$ cat config.mk
export PLATFORM = sky130hd
export DESIGN_NAME = frame_sequencer
export DESIGN_NICKNAME = d
export VERILOG_FILES = /design/src/rtl/frame_sequencer.sv
export SDC_FILE = /design/constraint.sdc
export NUM_CORES = 1
export LEC_CHECK = 0
export ABC_AREA = 1
export CAP_MARGIN = 20
export CORE_MARGIN = 8
export CORE_UTILIZATION = 40
export DETAILED_ROUTE_END_ITERATION = 8
export GPL_TIMING_DRIVEN = 0
export SETUP_SLACK_MARGIN = 0.2
export SYNTH_ARGS = -nofsm -noshare
export SYNTH_HDL_FRONTEND = slang
export SYNTH_SLANG_ARGS = --single-unit
$ cat constraint.sdc
create_clock -name clk -period 5.6 [get_ports clk]
set_input_delay 1.12 -clock clk [delete_from_list [all_inputs] [get_ports clk]]
set_output_delay 1.12 -clock clk [all_outputs]
set_load 0.1 [all_outputs]
$ cat src/rtl/frame_sequencer.sv
// ---------------------------------------------------------------------------
// frame_sequencer
// Selects the texture-ROM frame read by the pixel-fetch path. A period timer
// requests frame advances; with rev_sync set the advance is held until the
// next revolution boundary (rev_tick) so a frame never changes mid-sweep.
//
// Ports
//   clk          system clock
//   reset        asynchronous, active-low reset
//   cfg_we       config write strobe (one cycle)
//   cfg_addr     0=CTRL 1=PERIOD 2=FIRST 3=LAST
//   cfg_wdata    config write data
//   rev_tick     one-cycle pulse at theta wrap
//   frame_idx    current frame index
//   frame_strobe one-cycle pulse in the cycle frame_idx takes a new value
//   waiting      an advance is pending on rev_tick
//   frame_offset frame_idx*FRAME_SIZE (only with FRAME_SEQ_OFFSET_EN)
//
// CTRL: [0] run, [1] step (not stored), [2] pingpong, [3] rev_sync,
//       [4] reverse start direction
//
// Optional feature macro: FRAME_SEQ_OFFSET_EN adds the registered
// frame_offset output.
//
// state     | meaning
// ----------+-----------------------------------------------------------
// S_IDLE    | run=0, timer frozen, a step write may request one advance
// S_RUN     | timer counting, expiry advances (or defers to S_PENDING)
// S_PENDING | one advance held until rev_tick or rev_sync cleared
// ---------------------------------------------------------------------------
module frame_sequencer #(
  parameter int NUM_FRAMES     = 30,
  parameter int FRAME_SIZE     = 3328,
  parameter int IDX_W          = 8,
  parameter int TIMER_W        = 32,
  parameter int DEFAULT_PERIOD = 6666667
) (
  input  logic             clk,
  input  logic             reset,
  input  logic             cfg_we,
  input  logic [1:0]       cfg_addr,
  input  logic [31:0]      cfg_wdata,
  input  logic             rev_tick,
  output logic [IDX_W-1:0] frame_idx,
  output logic             frame_strobe,
  output logic             waiting
`ifdef FRAME_SEQ_OFFSET_EN
  ,
  output logic [$clog2(FRAME_SIZE*NUM_FRAMES)-1:0] frame_offset
`endif
);

  localparam logic [IDX_W-1:0]   MAX_IDX    = IDX_W'(NUM_FRAMES - 1);
  localparam logic [TIMER_W-1:0] RST_PERIOD = TIMER_W'(DEFAULT_PERIOD);

  typedef enum logic [1:0] {S_IDLE, S_RUN, S_PENDING} state_t;
  typedef enum logic [2:0] {MV_HOLD, MV_INC, MV_DEC, MV_FIRST, MV_LAST} move_t;

  state_t             state_q, state_n;
  logic               run_q, run_n, pp_q, pp_n, sync_q, sync_n, rev_q, rev_n;
  logic               dir_q, dir_n;  // 1 = counting down
  logic [TIMER_W-1:0] period_q, period_n, timer_q, timer_n, period_eff;
  logic [IDX_W-1:0]   first_q, first_n, last_q, last_n, last_eff;
  logic [IDX_W-1:0]   frame_idx_n, wdata_clamp, jump_idx;
  logic               strobe_n;
  logic               wr_ctrl, wr_period, wr_first, wr_last, jump;
  logic               counting, expire, adv, single;
  logic               dir_eff, pp_eff, adv_dir;
  move_t              mv;

  assign wr_ctrl   = cfg_we && (cfg_addr == 2'd0);
  assign wr_period = cfg_we && (cfg_addr == 2'd1);
  assign wr_first  = cfg_we && (cfg_addr == 2'd2);
  assign wr_last   = cfg_we && (cfg_addr == 2'd3);
  assign jump      = wr_first || wr_last;

  assign wdata_clamp = (cfg_wdata > 32'(NUM_FRAMES - 1)) ? MAX_IDX : cfg_wdata[IDX_W-1:0];
  assign jump_idx    = wr_first ? wdata_clamp : first_q;

  // FIRST > LAST collapses the range to the single frame FIRST.
  assign last_eff   = (first_q > last_q) ? first_q : last_q;
  assign single     = (first_q >= last_q);
  assign period_eff = (period_q == '0) ? TIMER_W'(1) : period_q;

  assign counting = run_q && (state_q != S_IDLE);
  assign expire   = counting && (timer_q == period_eff - TIMER_W'(1));

  assign waiting = (state_q == S_PENDING);

  // A step carried by a CTRL write uses the mode bits of that same write.
  always_comb begin : move_decode
    dir_eff = (wr_ctrl && (cfg_wdata[4] != rev_q)) ? cfg_wdata[4] : dir_q;
    pp_eff  = wr_ctrl ? cfg_wdata[2] : pp_q;
    mv      = MV_HOLD;
    adv_dir = dir_eff;
    if (single) begin
      mv = MV_HOLD;
    end else if (pp_eff) begin
      if (!dir_eff) begin
        if (frame_idx >= last_eff) begin
          mv      = MV_DEC;
          adv_dir = 1'b1;
        end else begin
          mv = MV_INC;
        end
      end else begin
        if (frame_idx <= first_q) begin
          mv      = MV_INC;
          adv_dir = 1'b0;
        end else begin
          mv = MV_DEC;
        end
      end
    end else if (!dir_eff) begin
      mv = (frame_idx >= last_eff) ? MV_FIRST : MV_INC;
    end else begin
      mv = (frame_idx <= first_q) ? MV_LAST : MV_DEC;
    end
  end

  always_comb begin : next_state
    state_n     = state_q;
    timer_n     = timer_q;
    run_n       = run_q;
    pp_n        = pp_q;
    sync_n      = sync_q;
    rev_n       = rev_q;
    dir_n       = dir_q;
    period_n    = period_q;
    first_n     = first_q;
    last_n      = last_q;
    frame_idx_n = frame_idx;
    strobe_n    = 1'b0;
    adv         = 1'b0;

    if (counting) begin
      timer_n = expire ? '0 : timer_q + TIMER_W'(1);
    end

    // Any config write in the cycle wins over an expiry or rev_tick advance.
    case (state_q)
      S_IDLE: begin
        if (run_q) begin
          state_n = S_RUN;
        end else if (wr_ctrl && cfg_wdata[1] && !cfg_wdata[0]) begin
          if (cfg_wdata[3]) state_n = S_PENDING;
          else              adv     = 1'b1;
        end
      end
      S_RUN: begin
        if (!run_q) begin
          state_n = S_IDLE;
        end else if (expire && !cfg_we) begin
          if (sync_q) state_n = S_PENDING;
          else        adv     = 1'b1;
        end
      end
      S_PENDING: begin
        if (!cfg_we && (rev_tick || !sync_q)) begin
          adv     = 1'b1;
          state_n = run_q ? S_RUN : S_IDLE;
        end
      end
      default: state_n = S_IDLE;
    endcase

    if (wr_ctrl) begin
      run_n  = cfg_wdata[0];
      pp_n   = cfg_wdata[2];
      sync_n = cfg_wdata[3];
      rev_n  = cfg_wdata[4];
      if (cfg_wdata[4] != rev_q) dir_n = cfg_wdata[4];
    end

    if (adv) begin
      strobe_n = 1'b1;
      dir_n    = adv_dir;
      case (mv)
        MV_INC:   frame_idx_n = frame_idx + IDX_W'(1);
        MV_DEC:   frame_idx_n = frame_idx - IDX_W'(1);
        MV_FIRST: frame_idx_n = first_q;
        MV_LAST:  frame_idx_n = last_eff;
        default:  frame_idx_n = frame_idx;
      endcase
    end

    if (wr_period) begin
      period_n = TIMER_W'(cfg_wdata);
      timer_n  = '0;
    end

    if (jump) begin
      if (wr_first) first_n = wdata_clamp;
      if (wr_last)  last_n  = wdata_clamp;
      timer_n     = '0;
      frame_idx_n = jump_idx;
      dir_n       = rev_q;
      strobe_n    = 1'b1;
    end
  end

  always_ff @(posedge clk or negedge reset) begin
    if (!reset) begin
      state_q      <= S_RUN;
      timer_q      <= '0;
      run_q        <= 1'b1;
      pp_q         <= 1'b0;
      sync_q       <= 1'b0;
      rev_q        <= 1'b0;
      dir_q        <= 1'b0;
      period_q     <= RST_PERIOD;
      first_q      <= '0;
      last_q       <= MAX_IDX;
      frame_idx    <= '0;
      frame_strobe <= 1'b0;
    end else begin
      state_q      <= state_n;
      timer_q      <= timer_n;
      run_q        <= run_n;
      pp_q         <= pp_n;
      sync_q       <= sync_n;
      rev_q        <= rev_n;
      dir_q        <= dir_n;
      period_q     <= period_n;
      first_q      <= first_n;
      last_q       <= last_n;
      frame_idx    <= frame_idx_n;
      frame_strobe <= strobe_n;
    end
  end

`ifdef FRAME_SEQ_OFFSET_EN
  localparam int               OFF_W = $clog2(FRAME_SIZE * NUM_FRAMES);
  localparam logic [OFF_W-1:0] FS    = OFF_W'(FRAME_SIZE);

  logic [OFF_W-1:0] offset_n;

  // Single steps add/subtract FRAME_SIZE; jumps scale a register by a
  // constant, which reduces to shifts and adds.
  always_comb begin : offset_next
    offset_n = frame_offset;
    if (jump) begin
      offset_n = OFF_W'(jump_idx) * FS;
    end else if (adv) begin
      case (mv)
        MV_INC:   offset_n = frame_offset + FS;
        MV_DEC:   offset_n = frame_offset - FS;
        MV_FIRST: offset_n = OFF_W'(first_q) * FS;
        MV_LAST:  offset_n = OFF_W'(last_eff) * FS;
        default:  offset_n = frame_offset;
      endcase
    end
  end

  always_ff @(posedge clk or negedge reset) begin
    if (!reset) frame_offset <= '0;
    else        frame_offset <= offset_n;
  end
`endif

endmodule

==> results of run 1 <==
-- placed cells by master (no fill, tap or decap), drive strengths merged, types with 2 or more instances in the layout --
cell,count
a211oi,2
a21oi,22
xor2,55
bufinv,2
nand4,30
clkdlybuf4s50,46
nor2,107
nor3,25
o211ai,3
buf,10
nor4,12
clkbuf,19
a31oi,3
clkinv,5
dfrtp,76
o221ai,4
or2,5
ha,32
o21ai,78
inv,151
dfstp,20
nand3b,2
nand3,48
xnor2,12
nand2,234
o22ai,27
o31ai,2
mux2i,2
-- Yosys cell counts, types with 2 or more instances --
| cell | instances |
|---|---|
| a211oi_1 | 2 |
| a21oi_1 | 22 |
| a31oi_1 | 3 |
| buf_2 | 3 |
| buf_6 | 2 |
| clkbuf_1 | 10 |
| clkinv_1 | 3 |
| dfrtp_1 | 76 |
| dfstp_2 | 20 |
| ha_1 | 32 |
| inv_1 | 140 |
| inv_2 | 8 |
| mux2i_1 | 2 |
| nand2_1 | 226 |
| nand2_2 | 6 |
| nand2_4 | 2 |
| nand3_1 | 43 |
| nand3_2 | 3 |
| nand3_4 | 2 |
| nand4_1 | 27 |
| nand4_2 | 2 |
| nor2_1 | 89 |
| nor2_2 | 16 |
| nor2_4 | 2 |
| nor3_1 | 21 |
| nor3_2 | 3 |
| nor4_1 | 12 |
| o211ai_1 | 3 |
| o21ai_0 | 69 |
| o21ai_1 | 4 |
| o21ai_2 | 5 |
| o221ai_1 | 4 |
| o22ai_1 | 27 |
| o31ai_1 | 2 |
| or2_2 | 5 |
| xnor2_1 | 12 |
| xor2_1 | 55 |
-- worst paths after layout --
path	cells past startpoint	start	slack, ps	to
worst max-delay path	32	last_q[3]	640	frame_idx[6]
worst min-delay path	2	last_q[6]	470	last_q[6]
worst max register to register	32	last_q[3]	640	frame_idx[6]
worst min register to register	2	last_q[6]	470	last_q[6]
max in group asynchronous	2	reset	4170	state_q[0]
min in group asynchronous	1	reset	700	timer_q[22]
-- power by group --
group | internal, mW | leakage, nW | switching [mW]
Sequential | 0.810 | 1.21 | 0.127
Clock | 0.401 | 0.161 | 0.292
Combinational | 0.545 | 2.42 | 0.996
-- layout make-up --
class                           instances  area share (%)
Multi-Input combinational cell        713            49.1
Sequential cell                        96            29.4
Inverter                              152            6.94
Timing Repair Buffer                   50            6.19
Tap cell                              225            3.42
Clock buffer                           10            2.78
Clock inverter                          6            1.21
Buffer                                 15           0.956
-- through the flow --
step / cells / hold WS (ps) / TNS, ps / setup WS, ps / utilization [%]
3_3_place_gp: 1248 / 450 / -21950 / -300 / 45.3
3_5_place_dp: 1249 / 455 / 0 / 123 / 45.5
6_report: 1267 / 470 / 0 / 642 / 47.7
5_1_grt: 1267 / 511 / 0 / 158 / 47.7
4_1_cts: 1265 / 476 / 0 / 336 / 47.5
2_1_floorplan: 976 / 436 / 0 / 983 / -
-- registers in the layout (all words and copies together), names as in the netlist, 2 cells and up --
name       count
timer_q       32
state_q        2
period_q      32
last_q         8
frame_idx      8
first_q        8
-- per-layer routing --
| layer | global-route usage [%] | wire (um) | vias up |
|---|---|---|---|
| li1 | - | - | 3308 |
| met1 | 27.4 | 10400 | 3028 |
| met2 | 28.6 | 8980 | 142 |
| met3 | 2.97 | 791 | 27 |
| met4 | 5.75 | 384 | 0 |
| met5 | 0 | 0 | - |
-- critical path, delay by kind of cell (launching register included) --
family,cells,cell delay [ps]
AO/OA/AOI/OAI,11,1620
XOR/XNOR,1,180
adder cells (fa/ha/maj),3,1010
buffers and inverters,5,500
flip-flops,1,520
multiplexers,1,120
AND/OR/NAND/NOR,11,910
-- repair_timing --
item | in CTS | in global routing
setup buffers | 0 | 2
gates resized for setup | 2 | 8
endpoints found under the setup margin | 2 | 2
pin swaps | 0 | 2
-- logic make-up (layout without fill, tap and decap cells) --
logic type	Yosys count	count (layout)	synth area share, %
buffers and inverters	167	233	9.12
AOI/OAI and AO/OA	146	146	11.8
DFF	96	96	34.2
adders and majority gates	33	33	5.93
and+or+nand+nor	464	464	30.2
xor gates and xnor gates	67	67	8.27
muxes	3	3	0.441
==> metrics.txt, run 1 <==
Post-synth EDFFs=0; Pre-Repair DR Iteration Count=4; combined area of the multi-input logic cells=4040 sq um; Placed Instance Area=7880 sq um; # port buffers=47; post-DP HPWL=16700 um; dominant synthesized flop cell=dfrtp_1; worst clock skew=around 10 ps; Syn Inst Count=roughly 980; endpoints failing hold=0; Avg WL per Cell=16.2 um; Die Span Y=149 um; layout cells sized above 1=10.5%; Mean Syn Cell Area=7.27 sq um; placer congestion estimate=0.892; I/O pins=48; share of the synthesized area in the top cell type=26.8%; CTS root buffer=clkbuf_16; final wirelength=20500 um; kind of critical path=flop to flop; worst-case clock buffer depth=2; Area contributors post-synth=dfrtp_1 (27%), nand2_1 (12%), dfstp_2 (7.4%); critical path endpoint category=flop; Tcrit/Tclk final=88.5%; synth warn=0; Most Frequent Cell on Critical Path=nand2_1; overall fraction of global-route tracks in use=19.0%; Critical-path top delay cell=dfstp_2; H-tree depth=3; async set-or-reset flop fraction in the synthesized netlist=100%; worst skew pair latency=360 ps; startpoint types=flop; Worst EP arrival=5250 ps; sequential share of the synthesized area=34.2%; total number of vias=about 6.5k; Initial DRC Count=450; Row Count=48; VDD IR max=approximately 0.0004 V; CTS tree=done; Yosys cell types=50; #FFs+latches synth=96; final antenna-violating net count=0; Syn-to-layout area delta=16.2%; Reg clk slew, reported paths=70 ps; average vias per placed instance=~5.1; clock buffer count from CTS=9; core area=approximately 17000 sq um; fmax=202 MHz; Mapped Area=7090 sq um; Worst Max-Slew Pin Slew=1020 ps; Final Max Slew Viols=0; unrepaired setup endpoints after global routing=false; Hold-fix buffers, CTS=0; Tmin final=approximately 5000 ps; DRC=0; pwr dens=a little under 400 nW/um^2; CP required=5890 ps; outcome=completed; gr ovfl total=0; Post-Syn Nets=1047; first-pass GRT wire length=33300 um; CP Max Fanout=10; Die ar.=~22000 sq um; chip width=~150 um; Filler cells=1804; ant diodes=0; Max-cap violations=0; Worst path max stage delay=about 520 ps; Synth area leader=dfrtp_1; register area=2430 sq um; Pleak=3.79 nW; initial antenna violation count=0; vias in the first global route=about 6.4k; setup violators final=0; Worst Hold Class=flop to flop; cell area after layout=roughly 8200 sq um; Power Total=3.17 mW; Slew HR=31.7%; clock sinks=96; fin nets=1108; pin count of the biggest net entering global routing=68; initial core utilization=41.0%
(Power assumes the default switching activity.)
==> run 2, diff against run 1 <==
CORE_MARGIN = unset   (was 8)
HOLD_SLACK_MARGIN = 0.05   (was unset)
==> metrics.txt, run 2 (synthesis results as in run 1) <==
outcome=completed; setup violators final=0; Worst Hold Class=flop to flop; Slew HR=34.7%; Most Frequent Cell on Critical Path=nand2_1; gr ovfl total=0; Critical R2R Launch=last_q[3]; Tcrit/Tclk final=89.0%; final antenna-violating net count=0; CP Max Fanout=10; average vias per placed instance=5.19; DRC=0; core area=between 15000 and 20000 sq um; utilization after layout=47.8%; Worst Max-Slew Pin Slew=977 ps; Syn-to-layout area delta=16.6%; layout cells sized above 1=~11%; worst clock skew=8.82 ps; VDD IR max=0.000415 V; CP top delay family=compound AO/OA/AOI/OAI gates; post-DP HPWL=around 16000 um; Initial DRC Count=between 400 and 500; ant diodes=0; Pre-Repair DR Iteration Count=5; startpoint types=flop; Filler cells=1759; TNS Setup=0 ps; initial core utilization=41.0%; chip width=135 um; CTS tree=done; Pleak=3.80 nW; setup slack, reg-to-reg=620 ps; Regs by FF count=period_q (32), timer_q (32); CTS root buffer=clkbuf_16; Reg clk slew, reported paths=80 ps; register area=between 2000 and 2500 sq um; first-pass GRT wire length=32900 um; total number of vias=around 6.6k; commonest non-fill, non-tap cell in the layout=nand2_1; hold slack=474 ps; vias in the first global route=roughly 6.3k; Avg WL per Cell=15.9 um; pwr dens=just under 400 nW/um^2; Critical-path top delay cell=dfstp_2; Row Count=48; Worst path max stage delay=around 510 ps; worst-case clock buffer depth=2; Final Max Slew Viols=0; pin count of the biggest net entering global routing=53; placer congestion estimate=approximately 0.9; fin nets=roughly 1.1k; CP required=5900 ps; clock buffer count from CTS=9; commonest non-fill, non-tap cells in the layout=nand2_1 (224), inv_1 (140), nor2_1 (89), dfrtp_1 (76), o21ai_0 (64); clock sinks=96; endpoints failing hold=0; Tmin final=between 4000 and 5000 ps; Worst Hold Launch=last_q[5]; Worst EP arrival=5280 ps; Hold-fix buffers, CTS=0; combined area of the multi-input logic cells=4060 sq um; crit path from=last_q[3]; initial antenna violation count=0; Buf/Inv on CP=5; H-tree depth=3; final wirelength=20100 um; Die ar.=18300 sq um; kind of critical path=flop to flop; Max-cap violations=0; unrepaired setup endpoints after global routing=false; I/O pins=48; Power Total=~3.2 mW; # port buffers=47; Die Span Y=135 um; worst skew pair latency=approximately 360 ps; critical path endpoint category=flop; overall fraction of global-route tracks in use=23.5%; fmax=201 MHz
==> run 2: layout make-up <==
type	count	area share, %
plain buffers	15	0.954
clock buffers	9	2.72
clock inverters	7	1.15
inverters	152	6.92
multi-input cells	713	49.1
flip-flops and latches	96	29.4
well taps	225	3.41
repair buffers	53	6.42
==> run 2: worst reg2reg max path: cells and delay by family (launching register included) <==
| family | cells | cell delay (ps) |
|---|---|---|
| adder cells (fa/ha/maj) | 3 | 1010 |
| multiplexers | 1 | 120 |
| flip-flops | 1 | 510 |
| XOR/XNOR | 1 | 180 |
| AO/OA/AOI/OAI | 8 | 1340 |
| buffers and inverters | 5 | 510 |
| AND/OR/NAND/NOR | 14 | 1280 |
==> run 2: final timing paths <==
kind	to	cells after the start
worst max-delay path	frame_idx[6]	32
worst min-delay path	last_q[5]	2
worst max register to register	frame_idx[6]	32
worst min register to register	last_q[5]	2
max in group asynchronous	period_q[3]	2
min in group asynchronous	timer_q[30]	1
==> run 2: per-layer routing <==
metal / track usage [%] / share of wire, %
met2: 35.1 / 44
met1: 34.6 / 50
met3: 4.94 / 5.4
met4: 5.37 / 1.2
met5: 0 / 0
==> run 2: power breakdown <==
part           leakage, nW  switching, mW  internal (mW)  total, mW
Clock                0.158          0.313          0.362      0.675
Sequential            1.21          0.136          0.810      0.946
Combinational         2.43           1.00          0.575       1.58
==> run 2: per-stage QoR <==
step,area [sq um],instances,setup slack [ps]
final,8270,1270,618
after global routing,8270,1270,181
after CTS,8200,1266,226
after detailed placement,7870,1250,144
after global placement,7840,1248,-344
after floorplan,7090,976,983
==> run 2: repair_timing <==
action | CTS | global route
resized for setup | 1 | 17
pin swaps | 0 | 3
endpoints found under the setup margin | 2 | 4
buffers inserted | 0 | 4
==> run 3, diff against run 2 <==
CORE_UTILIZATION = 42   (was 40)
==> metrics.txt, run 3 (synthesis results as in run 1) <==
outcome=completed; critical path endpoint category=flop; Critical-path top delay cell=dfstp_2; Max-cap violations=0; Power Total=just over 3 mW; Avg WL per Cell=15.6 um; Worst Max-Slew Pin Slew=~1100 ps; pwr dens=375 nW/um^2; worst clock skew=approximately 12 ps; Syn-to-layout area delta=15.4%; Slew HR=23.0%; Pre-Repair DR Iteration Count=5; Filler cells=about 1.7k; routing usage on met2=36.1%; core area=16500 sq um; crit path from=last_q[3]; crit path capture=frame_idx[7]; fin nets=~1.1k; Die ar.=17400 sq um; fmax=201 MHz; clock sinks=96; vias in the first global route=6352; Worst R2R Path Depth=33; average vias per placed instance=5.13; Worst Hold Class=flop to flop; initial core utilization=42.9%; unrepaired setup endpoints after global routing=true; CP required=5840 ps; CP Max Fanout=10; startpoint types=flop; Critical R2R Launch=last_q[3]; final antenna-violating net count=0; CTS tree=done; pin count of the biggest net entering global routing=51; layout cells sized above 1=about a tenth; Tmin final=4970 ps; Row Count=47; Worst path max stage delay=around 520 ps; utilization after layout=49.5%; layer with the highest usage=met2; Pleak=between 3 and 4 nW; Reg clk slew, reported paths=70 ps; Initial DRC Count=414; setup slack, reg-to-reg=630 ps; worst skew pair latency=350 ps; Final Max Slew Viols=0; Regs by FF count=period_q (32), timer_q (32); TNS Setup=0 ps; H-tree depth=3; M1 GR Usage=34.4%; I/O pins=48; commonest non-fill, non-tap cells in the layout=nand2_1 (225), inv_1 (140), nor2_1 (89), dfrtp_1 (76), o21ai_0 (67); clock buffer count from CTS=9; worst-case clock buffer depth=2; VDD IR max=0.000412 V; Hold-fix buffers, CTS=0; chip width=132 um; final wirelength=19600 um; Most Frequent Cell on Critical Path=nand2_1; gr ovfl total=0; hold slack=475 ps; Worst EP arrival=5210 ps; overall fraction of global-route tracks in use=23.7%; DRC=0; initial antenna violation count=0; endpoints failing hold=0; ant diodes=0; post-DP HPWL=15700 um; kind of critical path=flop to flop; CTS root buffer=clkbuf_16; met3 usage=3.61%; first-pass GRT wire length=32500 um; total number of vias=6473; Die Span Y=between 100 and 150 um; setup violators final=0; placer congestion estimate=between 0.8 and 0.9; # port buffers=47; Critical R2R Capture=frame_idx[7]; commonest non-fill, non-tap cell in the layout=nand2_1; Tcrit/Tclk final=88.8%
-- run 3: worst min path at each step --
stage / startpoint / endpoint / slack (ps) / cells after the start
after floorplan: last_q[5] / last_q[5] / 440 / 2
after detailed placement: last_q[7] / last_q[7] / 450 / 2
after CTS: last_q[6] / last_q[6] / 470 / 2
final: last_q[6] / last_q[6] / 480 / 2
after global placement: last_q[7] / last_q[7] / 450 / 2
after global routing: last_q[6] / last_q[6] / 480 / 2
-- run 3: timing repair --
action,in CTS,in global routing
gates resized for setup,1,11
setup buffers,0,2
pin swaps,0,2
setup endpoints to repair,2,4
-- run 3: power by group --
group,switching [mW],internal (mW)
registers,0.133,0.810
clock network,0.283,0.326
logic,0.973,0.543
-- run 3: final cells by class --
| cell class | count | area [sq um] | area share [%] |
|---|---|---|---|
| multi-input combinational | 713 | 4040 | 49.3 |
| sequential | 96 | 2430 | 29.7 |
| inverter | 152 | 572 | 6.98 |
| timing repair buffer | 50 | 510 | 6.24 |
| tap | 220 | 275 | 3.36 |
| clock buffer | 12 | 256 | 3.13 |
| buffer | 15 | 78.8 | 0.963 |
| clock inverter | 4 | 28.8 | 0.352 |
-- run 3: stage by stage --
| stage | cell area [sq um] | setup slack, ps | instances |
|---|---|---|---|
| final | 8190 | 625 | 1262 |
| after global routing | 8190 | 111 | 1262 |
| after CTS | 8150 | 236 | 1260 |
| after detailed placement | 7860 | 170 | 1244 |
| after global placement | 7840 | -376 | 1243 |
| after floorplan | 7090 | 983 | 976 |
-- run 3: metal layers --
layer | wire length (um) | vias up
met3 | 808 | 25
met2 | 8340 | 112
met1 | 10100 | 3028
met5 | 0 | -
li1 | - | 3308
met4 | 397 | 0
-- run 3: critical path: cells and delay by family (launching register included) --
kind	cells	cell delay (ps)
AOI/OAI and AO/OA	13	1730
and+or+nand+nor	12	1020
adders and majority gates	3	940
DFF	1	520
xor gates and xnor gates	2	340
buffers and inverters	3	330
